--- src/rtl/key_entry_buffer_pkg.sv ---
// Shared types and parameter helpers for the key entry buffer: FSM encoding,
// BCD nibble width and the MAX_DIGITS/VALUE_W legality rule.
package key_entry_pkg;

  localparam int BCD_W = 4;

  typedef enum logic [1:0] {
    IDLE    = 2'd0,
    ENTRY   = 2'd1,
    CONVERT = 2'd2,
    HOLD    = 2'd3
  } state_e;

  // Smallest w with 2^w >= 10^max_digits, i.e. 2^w > largest decimal entry.
  function automatic int min_value_w(input int max_digits);
    longint lim;
    int     w;
    lim = 1;
    w   = 0;
    for (int i = 0; i < max_digits; i++) lim = lim * 10;
    while ((longint'(1) << w) < lim) w++;
    return w;
  endfunction

  function automatic bit params_ok(input int max_digits, input int value_w);
    return (max_digits >= 1) && (max_digits <= 8) &&
           (value_w >= min_value_w(max_digits));
  endfunction

endpackage

--- src/rtl/key_entry_buffer_if.sv ---
// Bundle of key event inputs, the result handshake and the display/status
// outputs of key_entry_buffer.
interface key_entry_if #(
  parameter int MAX_DIGITS = 4,
  parameter int VALUE_W    = 14
);
  import key_entry_pkg::*;

  logic [9:0]                      key_num;
  logic                            key_b;
  logic                            key_c;
  logic                            key_enter;

  // Result handshake: value_valid rises once conversion finishes and holds with
  // value stable until a cycle where value_valid && value_ready; the transfer
  // completes on that edge and value_valid drops. value_ready may be high early.
  logic                            value_ready;
  logic [VALUE_W-1:0]              value;
  logic                            value_valid;

  logic [BCD_W*MAX_DIGITS-1:0]     digits_bcd;
  logic [$clog2(MAX_DIGITS+1)-1:0] digit_count;
  logic                            busy;
  logic                            err;

  modport master (
    output key_num, key_b, key_c, key_enter, value_ready,
    input  value, value_valid, digits_bcd, digit_count, busy, err
  );

  modport slave (
    input  key_num, key_b, key_c, key_enter, value_ready,
    output value, value_valid, digits_bcd, digit_count, busy, err
  );

endinterface

--- src/rtl/key_entry_buffer_digit_encoder.sv ---
// One-hot-10 key vector to BCD digit; multi flags anything other than exactly
// one bit set.
module digit_encoder
  import key_entry_pkg::*;
(
  input  logic [9:0]       onehot,
  output logic [BCD_W-1:0] bcd,
  output logic             multi
);

  logic [3:0] ones;

  always_comb begin
    bcd  = '0;
    ones = '0;
    for (int i = 0; i < 10; i++) begin
      if (onehot[i]) begin
        bcd  = BCD_W'(i);
        ones = ones + 4'd1;
      end
    end
    multi = (ones != 4'd1);
  end

endmodule

--- src/rtl/key_entry_buffer.sv ---
// Decimal key entry buffer: collects digit pulses into a BCD buffer, then on
// commit converts it MSD-first to binary and offers it on a valid/ready port.
module key_entry_buffer
  import key_entry_pkg::*;
#(
  parameter int MAX_DIGITS = 4,
  parameter int VALUE_W    = 14
) (
  input  logic        clk_slow,
  input  logic        rst,
  key_entry_if.slave  bus,
  output logic [1:0]  fsm_state
);

  localparam int BUF_W = BCD_W * MAX_DIGITS;
  localparam int CNT_W = $clog2(MAX_DIGITS + 1);
  localparam int IDX_W = (MAX_DIGITS > 1) ? $clog2(MAX_DIGITS) : 1;

  localparam logic [1:0] S_IDLE    = IDLE;
  localparam logic [1:0] S_ENTRY   = ENTRY;
  localparam logic [1:0] S_CONVERT = CONVERT;
  localparam logic [1:0] S_HOLD    = HOLD;

  if (!params_ok(MAX_DIGITS, VALUE_W)) begin : g_param_check
    $error("key_entry_buffer: MAX_DIGITS must be 1..8 and VALUE_W wide enough");
  end

  logic [1:0]         state_q, state_n;
  logic [BUF_W-1:0]   buf_q, buf_n, buf_shl;
  logic [CNT_W-1:0]   cnt_q, cnt_n;
  logic [IDX_W-1:0]   idx_q, idx_n;
  logic [VALUE_W-1:0] acc_q, acc_n, acc_x10;
  logic [BCD_W-1:0]   nib;
  logic               err_q, err_n;
  logic               valid_q, busy_q;

  logic [BCD_W-1:0]   key_bcd;
  logic               key_multi;
  logic               key_digit, key_any;

  digit_encoder u_digit_encoder (
    .onehot (bus.key_num),
    .bcd    (key_bcd),
    .multi  (key_multi)
  );

  assign key_digit = |bus.key_num;
  assign key_any   = key_digit | bus.key_b | bus.key_c | bus.key_enter;
  assign buf_shl   = (buf_q << BCD_W) | BUF_W'(key_bcd);
  assign nib       = buf_q[idx_q*BCD_W +: BCD_W];
  assign acc_x10   = (acc_q << 3) + (acc_q << 1);

  always_comb begin
    state_n = state_q;
    buf_n   = buf_q;
    cnt_n   = cnt_q;
    idx_n   = idx_q;
    acc_n   = acc_q;
    err_n   = 1'b0;
    case (state_q)
      S_IDLE, S_ENTRY: begin
        // Only the highest-priority event acts: clear > enter > backspace > digit.
        if (bus.key_c) begin
          buf_n   = '0;
          cnt_n   = '0;
          state_n = S_IDLE;
        end else if (bus.key_enter) begin
          if (cnt_q == '0) begin
            err_n = 1'b1;
          end else begin
            acc_n   = '0;
            idx_n   = IDX_W'(cnt_q - CNT_W'(1));
            state_n = S_CONVERT;
          end
        end else if (bus.key_b) begin
          if (cnt_q == '0) begin
            err_n = 1'b1;
          end else begin
            buf_n   = buf_q >> BCD_W;
            cnt_n   = cnt_q - CNT_W'(1);
            state_n = (cnt_q == CNT_W'(1)) ? S_IDLE : S_ENTRY;
          end
        end else if (key_digit) begin
          if (key_multi || (cnt_q == CNT_W'(MAX_DIGITS))) begin
            err_n = 1'b1;
          end else begin
            buf_n   = buf_shl;
            cnt_n   = cnt_q + CNT_W'(1);
            state_n = S_ENTRY;
          end
        end
      end
      S_CONVERT: begin
        if (bus.key_c) begin
          buf_n   = '0;
          cnt_n   = '0;
          state_n = S_IDLE;
        end else begin
          acc_n = acc_x10 + VALUE_W'(nib);
          if (idx_q == '0) state_n = S_HOLD;
          else             idx_n   = idx_q - IDX_W'(1);
        end
      end
      S_HOLD: begin
        // Keys are refused here even when the handshake completes this cycle.
        err_n = key_any;
        if (valid_q && bus.value_ready) begin
          buf_n   = '0;
          cnt_n   = '0;
          state_n = S_IDLE;
        end
      end
      default: state_n = S_IDLE;
    endcase
  end

  always_ff @(posedge clk_slow or negedge rst) begin
    if (!rst) begin
      state_q <= S_IDLE;
      buf_q   <= '0;
      cnt_q   <= '0;
      idx_q   <= '0;
      acc_q   <= '0;
      err_q   <= 1'b0;
      valid_q <= 1'b0;
      busy_q  <= 1'b0;
    end else begin
      state_q <= state_n;
      buf_q   <= buf_n;
      cnt_q   <= cnt_n;
      idx_q   <= idx_n;
      acc_q   <= acc_n;
      err_q   <= err_n;
      valid_q <= (state_n == S_HOLD);
      busy_q  <= (state_n == S_CONVERT) || (state_n == S_HOLD);
    end
  end

  assign bus.value       = acc_q;
  assign bus.value_valid = valid_q;
  assign bus.digits_bcd  = buf_q;
  assign bus.digit_count = cnt_q;
  assign bus.busy        = busy_q;
  assign bus.err         = err_q;
  assign fsm_state       = state_q;

endmodule

--- src/flat_wrapper.sv ---
// flat-port wrapper written by rule: the top's interface ports become plain ports
module key_entry_buffer_flat import key_entry_pkg::*;
#(
  parameter int MAX_DIGITS = 4,
  parameter int VALUE_W    = 14
)
  (clk_slow, rst, fsm_state, bus_key_num, bus_key_b, bus_key_c, bus_key_enter, bus_value_ready, bus_value, bus_value_valid, bus_digits_bcd, bus_digit_count, bus_busy, bus_err);
  key_entry_if #(.MAX_DIGITS(MAX_DIGITS), .VALUE_W(VALUE_W)) bus_i ();
  input  logic clk_slow;
  input  logic rst;
  output logic [1:0] fsm_state;
  input wire logic [$bits(bus_i.key_num)-1:0] bus_key_num;
  input wire logic [$bits(bus_i.key_b)-1:0] bus_key_b;
  input wire logic [$bits(bus_i.key_c)-1:0] bus_key_c;
  input wire logic [$bits(bus_i.key_enter)-1:0] bus_key_enter;
  input wire logic [$bits(bus_i.value_ready)-1:0] bus_value_ready;
  output wire logic [$bits(bus_i.value)-1:0] bus_value;
  output wire logic [$bits(bus_i.value_valid)-1:0] bus_value_valid;
  output wire logic [$bits(bus_i.digits_bcd)-1:0] bus_digits_bcd;
  output wire logic [$bits(bus_i.digit_count)-1:0] bus_digit_count;
  output wire logic [$bits(bus_i.busy)-1:0] bus_busy;
  output wire logic [$bits(bus_i.err)-1:0] bus_err;
  assign bus_i.key_num = bus_key_num;
  assign bus_i.key_b = bus_key_b;
  assign bus_i.key_c = bus_key_c;
  assign bus_i.key_enter = bus_key_enter;
  assign bus_i.value_ready = bus_value_ready;
  assign bus_value = bus_i.value;
  assign bus_value_valid = bus_i.value_valid;
  assign bus_digits_bcd = bus_i.digits_bcd;
  assign bus_digit_count = bus_i.digit_count;
  assign bus_busy = bus_i.busy;
  assign bus_err = bus_i.err;
  key_entry_buffer #(.MAX_DIGITS(MAX_DIGITS), .VALUE_W(VALUE_W)) u_core (.clk_slow(clk_slow), .rst(rst), .bus(bus_i), .fsm_state(fsm_state));
endmodule
--- config.mk ---
export PLATFORM = sky130hd
export DESIGN_NAME = key_entry_buffer_flat
export DESIGN_NICKNAME = d
export VERILOG_FILES = /design/src/rtl/key_entry_buffer_pkg.sv /design/src/rtl/key_entry_buffer_if.sv /design/src/rtl/key_entry_buffer_digit_encoder.sv /design/src/rtl/key_entry_buffer.sv /design/src/flat_wrapper.sv
export SDC_FILE = /design/constraint.sdc
export NUM_CORES = 1
export LEC_CHECK = 0
export BUFFER_PORTS_ARGS = -buffer_cell sky130_fd_sc_hd__buf_2
export CAP_MARGIN = 40
export CORE_AREA = 2 2 83 85
export CTS_CLUSTER_DIAMETER = 60
export CTS_CLUSTER_SIZE = 20
export DETAILED_ROUTE_END_ITERATION = 10
export DIE_AREA = 0 0 85 87
export PLACE_DENSITY = 0.81
export SETUP_SLACK_MARGIN = 0.15
export SYNTH_ARGS = -nofsm -noshare
export SYNTH_HDL_FRONTEND = slang
export SYNTH_SLANG_ARGS = --single-unit
export TNS_END_PERCENT = 20
--- constraint.sdc ---
create_clock -name clk_slow -period 5.1 [get_ports clk_slow]
set_input_delay 0.51 -clock clk_slow [delete_from_list [all_inputs] [get_ports clk_slow]]
set_output_delay 0.51 -clock clk_slow [all_outputs]
set_load 0.01 [all_outputs]
After elaboration in Yosys (flattened, before gate mapping)
Cells that the tools add are included.

Input bits: 16. Output and inout port bits: 38. Flip-flop bits (word level): 40. Logic and storage cells: 125.

Bitwise operators: 4. Equality and inequality tests: 19. Muxes and demuxes: 67. Add/subtract/negate cells: 14. Reductions and logical operators: 12. Shift operators: 1.

Operators with widths (number): 2-to-1 mux 16 bit (8); 2-to-1 mux 4 bit (17); 2-to-1 mux 14 bit (4); one-hot mux 16 bit (3 select lines) (1); adder 4 x 1 -> 4 bit, second input constant (8); 2-to-1 mux 2 bit (15); one-hot mux 14 bit (2 select lines) (1); 2-to-1 mux 3 bit (8); OR 16 x 4 -> 16 bit (1); indexed part select 16 x 5 -> 4 bit (1); adder 14 bit (1); adder 14 x 4 -> 14 bit (1); inequality test 2 bit, second input constant (6); AND reduction 6 bit (2); OR reduction 10 bit (1); 2-to-1 mux 1 bit (9); one-hot mux 3 bit (3 select lines) (1); equality test 2 bit, second input constant (4); inequality test 4 bit, second input constant (2); one-hot mux 2 bit (3 select lines) (1); AND reduction 5 bit (1); zero test 2 bit (2); inequality test 4 x 1 -> 1 bit, second input constant (1); inequality test 4 x 3 -> 1 bit, second input constant (1); other kinds (17) (20).

Depth between registers and ports, before layout
Depth in word-level cells: 29. Depth in mapped cells: 32. Depth with buffers taken out: 31.

Cells and area by module
From an unflattened synthesis, not the netlist that was laid out.

Cells, all modules: 353. Area, all modules: 3399.5 um^2.

Modules (own cells, without submodules): key_entry_buffer (area each 2665.1 um^2, cells an instance 258, seq. area each 1001.0 um^2, instances 1); digit_encoder (area each 734.5 um^2, cells an instance 95, seq. area each 0.0 um^2, instances 1).

Worst setup path before layout
OpenSTA, ideal clock, no wires.

Path kind: in2reg. Start: input port bus_key_num[0]. End: register u_core.cnt_q[2] (netlist: u_core.bus.digit_count[2]). Setup slack: -0.719 ns. Data required time: 4.982 ns. Path buffers: 0. Arrival: 5.701 ns. Stages on the path: 31. Library setup time: 0.118 ns. Path through: inv_1 -> ha_1 -> xnor2_1 -> inv_1 -> ha_1 -> inv_1 -> a21oi_1 -> ha_1 -> mux2_2 -> ha_1 -> nand2_1 -> o31a_1 -> a21oi_1 -> ha_1 -> nand2_1 -> o21ai_0 -> ha_1 -> nor2b_1 -> nor2_1 -> ha_1 -> nand2_1 -> o31ai_1 -> ha_1 -> inv_1 -> nor3_1 -> mux2i_1 -> or4_4 -> o32ai_4 -> and2b_1 -> o21ai_0 -> a21o_1.

Longest elaborated chain between the ends: 23. Elaborated cells on any way between the ends: 25. Those cells by class: add/sub: 9; eq/ne: 3; mux: 10; reduce/logical: 3.

RTL lines: start, declared (line flat_wrapper.sv:12) `input wire logic [$bits(bus_i.key_num)-1:0] bus_key_num;`; 2-to-1 mux 1 bit (line key_entry_buffer_digit_encoder.sv:17) `if (onehot[i]) begin`; adder 1 x 1 -> 2 bit (line key_entry_buffer_digit_encoder.sv:19) `ones = ones + 4'd1;`; 2-to-1 mux 4 bit (line key_entry_buffer_digit_encoder.sv:17); adder 4 x 1 -> 4 bit (line key_entry_buffer_digit_encoder.sv:19); 2-to-1 mux 4 bit (line key_entry_buffer_digit_encoder.sv:17); adder 4 x 1 -> 4 bit (line key_entry_buffer_digit_encoder.sv:19); 2-to-1 mux 4 bit (line key_entry_buffer_digit_encoder.sv:17); adder 4 x 1 -> 4 bit (line key_entry_buffer_digit_encoder.sv:19); (+7 left out); adder 4 x 1 -> 4 bit (line key_entry_buffer_digit_encoder.sv:19); 2-to-1 mux 4 bit (line key_entry_buffer_digit_encoder.sv:17); adder 4 x 1 -> 4 bit (line key_entry_buffer_digit_encoder.sv:19); 2-to-1 mux 4 bit (line key_entry_buffer_digit_encoder.sv:17); inequality test 4 x 1 -> 1 bit (line key_entry_buffer_digit_encoder.sv:22) `multi = (ones != 4'd1);`; logical OR 1 bit (line key_entry_buffer.sv:84) `if (key_multi || (cnt_q == CNT_W'(MAX_DIGITS))) begin`; inequality test 4 bit (no source line); AND reduction 6 bit (no source line) *; end signal, assigned (line key_entry_buffer.sv:130) `cnt_q <= cnt_n;`; end, declared (line key_entry_buffer.sv:30) `logic [CNT_W-1:0] cnt_q, cnt_n;`.

Mark *: on every way between the ends. The rest lies on a longest branch, timed or not. A chain may end at the register's enable or synchronous reset.

Final worst setup path
Start: input port bus_key_num[1]. End: register u_core.cnt_q[2] (netlist: u_core.bus.digit_count[2]).

Longest elaborated chain between the ends: 21. Elaborated cells on any way between the ends: 23. Those cells by class: add/sub: 8; eq/ne: 3; mux: 9; reduce/logical: 3.

RTL lines (line): 2-to-1 mux 4 bit (key_entry_buffer_digit_encoder.sv:17); adder 4 x 1 -> 4 bit (key_entry_buffer_digit_encoder.sv:19); 2-to-1 mux 4 bit (key_entry_buffer_digit_encoder.sv:17); adder 4 x 1 -> 4 bit (key_entry_buffer_digit_encoder.sv:19); 2-to-1 mux 4 bit (key_entry_buffer_digit_encoder.sv:17); adder 4 x 1 -> 4 bit (key_entry_buffer_digit_encoder.sv:19); 2-to-1 mux 4 bit (key_entry_buffer_digit_encoder.sv:17); adder 4 x 1 -> 4 bit (key_entry_buffer_digit_encoder.sv:19); (+5 left out); adder 4 x 1 -> 4 bit (key_entry_buffer_digit_encoder.sv:19); 2-to-1 mux 4 bit (key_entry_buffer_digit_encoder.sv:17); adder 4 x 1 -> 4 bit (key_entry_buffer_digit_encoder.sv:19); 2-to-1 mux 4 bit (key_entry_buffer_digit_encoder.sv:17); inequality test 4 x 1 -> 1 bit (key_entry_buffer_digit_encoder.sv:22); logical OR 1 bit (key_entry_buffer.sv:84); inequality test 4 bit (no source line); AND reduction 6 bit (no source line) *.

Marked as above.

==> run_results.csv <==
group,metric,value,unit
floorplan,start_util,0.525,
setup_path,rrSetupSlack,1.08,ns
clock_tree,numCtsBuffers,5,
timing,fin_crit_sh,1.11,
timing,relSlewSlack,0.519,
synthesis,postSynthAreaPerCell,9.29,µm²
outcome,violations,"negative setup slack",
clock_tree,clkLatencyLatePin,0.29,ns
drt,drc,0,
timing,finalHoldViolCount,0,
finish,drive_gt1_frac,0.361,
setup_path,reg2reg_to,"u_core.bus.value[12]",
clock_tree,cts_tree,"done",
finish,syn2layout_area_growth,27.9,%
timing,hold_ws,0.0437,ns
drt,drtIter0Drc,162,
setup_path,endpoint_kind,"flop",
drt,vias_per_cell,5.92,
clock_tree,clk_pin_slew,0.08,ns
pwr,p_leak,2.22,nW
setup_path,cp_max_fo,5,
synthesis,synth_edf_count,0,
place,io_buffer_count,53,
global_route,antenna_found_initial,0,
clock_tree,cts_sinks,40,
synthesis,synth.top_cell.area_share,0.290,
synthesis,yosysWarnings,0,
drt,firstDrtPassIters,4,
setup_path,crit_path_start_kind,"input pin",
finish,antenna_cells,0,
synthesis,netlist_instances,371,
place,hpwl,6.40,mm
setup_path,cp.depth,33,
worst_hold_path,hold_path.class,"input pin to async pin",
finish,nets,506,
pwr,finalPower,1.91,mW
finish,final_cell_mix,"buf_2 (51), dfrtp_1 (40), nand2_1 (34)",
setup_path,reg2reg_depth,14,
synthesis,synth_area,3450,µm²
synthesis,syn_nets,425,
timing,worst-slew-pin-transition,0.718,ns
setup_path,cp_num_buf_inv,6,
synthesis,synth_cell_types,60,
outcome,outcome,"finished, violations left",
drt,routed_wl,8.91,mm
timing,clock.fmax,176,MHz
finish,register_area,1000,µm²
pwr,irDropWorstVdd,0.256,mV
floorplan,die_area,7400,µm²
setup_path,path_delay_family,"adder cells",
clock_tree,clockBufferDepth,2,
timing,final-max-slew-violation-count,0,
global_route,grt-ovfl-total,0,
setup_path,cp_slowest_stage_delay,0.55,ns
setup_path,arrival,5.86,ns
floorplan,die_w,85,µm
drt,vias,3152,
synthesis,synthArstFlopShare,1.00,
finish,multi_input_area,2470,µm²
global_route,grt_pass1_wl,14.3,mm
global_route,grt_max_degree,35,
setup_path,cp_data_required_time,5.29,ns
finish,fillers,483,
global_route,grt_usage,0.237,
floorplan,ioPinCount,54,
finish,final_common_cell,"buf_2",
flow_run,maxCapViolations,0,
setup_path,worstReg2RegStart,"u_core.idx_q[1]",
setup_path,crit_start,"bus_key_num[1]",
synthesis,ys.flop_type,"dfrtp_1",
timing,setup_slack,-0.571,ns
finish,fin_util,0.671,
clock_tree,clockRootBuffer,"clkbuf_8",
synthesis,ys_seq_area_frac,0.290,
place,place.gp.congestion,0.816,
timing,min_period,5.67,ns
setup_path,critPathKind,"input pin to flop",
setup_path,cpMaxStageDelayCell,"or4_4",
synthesis,yosysTopAreaCell,"dfrtp_1",
setup_path,crit_path_end,"u_core.bus.digit_count[2]",
drt,wl_per_cell,16.7,µm
floorplan,rows,30,
timing,fin_setup_tns,-10.78,ns
floorplan,coreArea,6570,µm²
timing,rsz0062_at_grt,"true",
drt,drt.antenna.violating_nets,0,
synthesis,synth_area_leaders,"dfrtp_1 (29%), ha_1 (13%), nand2_1 (5.1%)",
timing,finalSetupViolCount,21,
synthesis,ys_ff_latch,40,
floorplan,die_h,87,µm
pwr,p_per_area,432,nW/µm²
clock_tree,htreeDepth,2,
setup_path,crit_path_frequent_cell,"ha_4",
timing,finClkSkew,0.0115,ns
global_route,grt_pass1_vias,3156,
-- timing repair --
item / in CTS / in global routing
hold endpoints to repair: 0 / 0
hold buffers: 0 / 0
pin swaps: 19 / 20
resized for setup: 13 / 20
cloned: 2 / 0
setup buffers: 8 / 3
endpoints found under the setup margin: 21 / 21
-- routing by layer --
metal,global-route usage,wire [µm],vias to the layer above
met5,0,0,-
met4,0.0808,152,0
met3,0.0389,321,16
met2,0.422,4560,71
met1,0.291,3880,1566
li1,-,-,1499
-- worst min-delay path by stage --
stage | slack, ns | depth (start not counted) | end
floorplan | 0.21 | 0 | u_core.bus.busy
global placement | 0.49 | 1 | u_core.bus.value[13]
detailed placement | 0.37 | 1 | u_core.bus.value[7]
CTS | 0.05 | 1 | u_core.bus.value[7]
global route | 0.05 | 1 | u_core.bus.value[7]
finish | 0.04 | 1 | u_core.bus.value[7]
-- cell families (layout without fill, tap and decap cells) --
group / count (synthesis) / count (layout) / share of synthesized area
muxes: 18 / 18 / 0.0675
and+or+nand+nor: 110 / 110 / 0.157
AOI/OAI and AO/OA: 99 / 101 / 0.209
adders and majority gates: 38 / 38 / 0.142
buffers and inverters: 44 / 123 / 0.0559
xor gates and xnor gates: 22 / 22 / 0.0780
DFF: 40 / 40 / 0.290
-- power by group --
part	total, mW	switching, mW	internal, mW
registers	0.479	0.0939	0.385
logic	1.12	0.596	0.525
clock network	0.306	0.113	0.193
total	1.91	0.803	1.10
-- synth_stat cells, types with 2 or more instances --
| cell | n |
|---|---|
| a21oi_1 | 17 |
| o21a_1 | 3 |
| buf_6 | 3 |
| clkbuf_1 | 10 |
| nand2_1 | 47 |
| or2_2 | 2 |
| nor2b_1 | 8 |
| fa_1 | 2 |
| a21o_1 | 4 |
| nor3b_1 | 3 |
| nor4_1 | 2 |
| nand3_1 | 2 |
| and4b_1 | 2 |
| o21ai_2 | 10 |
| mux2i_1 | 12 |
| o21ai_1 | 5 |
| o31ai_1 | 2 |
| o2111ai_1 | 2 |
| nor2_1 | 21 |
| dfrtp_1 | 40 |
| xnor2_2 | 2 |
| a21boi_0 | 4 |
| xnor2_1 | 11 |
| mux4_2 | 4 |
| ha_1 | 36 |
| o21ai_0 | 18 |
| xor2_1 | 5 |
| nor3_1 | 11 |
| a22o_1 | 12 |
| inv_1 | 28 |
| mux2_2 | 2 |
| o41ai_1 | 6 |
| a31oi_1 | 4 |
| nand3b_1 | 2 |
| nand2b_1 | 3 |
| xor3_1 | 2 |
-- flip-flops by register name, indices dropped and copies added (netlist names) --
name and flops:
u_core.bus.busy 1, u_core.bus.digit_count 3, u_core.bus.digits_bcd 16, u_core.bus.err 1, u_core.bus.value 14, u_core.bus.value_valid 1, u_core.fsm_state 2, u_core.idx_q 2
-- final cells by class --
type                    instances  area share
repair buffers                 88       0.133
well taps                      80      0.0227
inverters                      28      0.0278
multi-input cells             289       0.560
clock inverters                 2      0.0136
flip-flops and latches         40       0.227
clock buffers                   5      0.0156
-- metrics by stage --
stage	std cells	instance area, µm²	setup WS, ns
2_1_floorplan	371	3550	-0.641
3_3_place_gp	511	4000	-1.00
3_5_place_dp	512	4020	-1.24
4_1_cts	529	4280	-0.489
5_1_grt	532	4410	-0.782
6_report	532	4410	-0.571
Note: power is estimated with default switching activity, not from simulation.
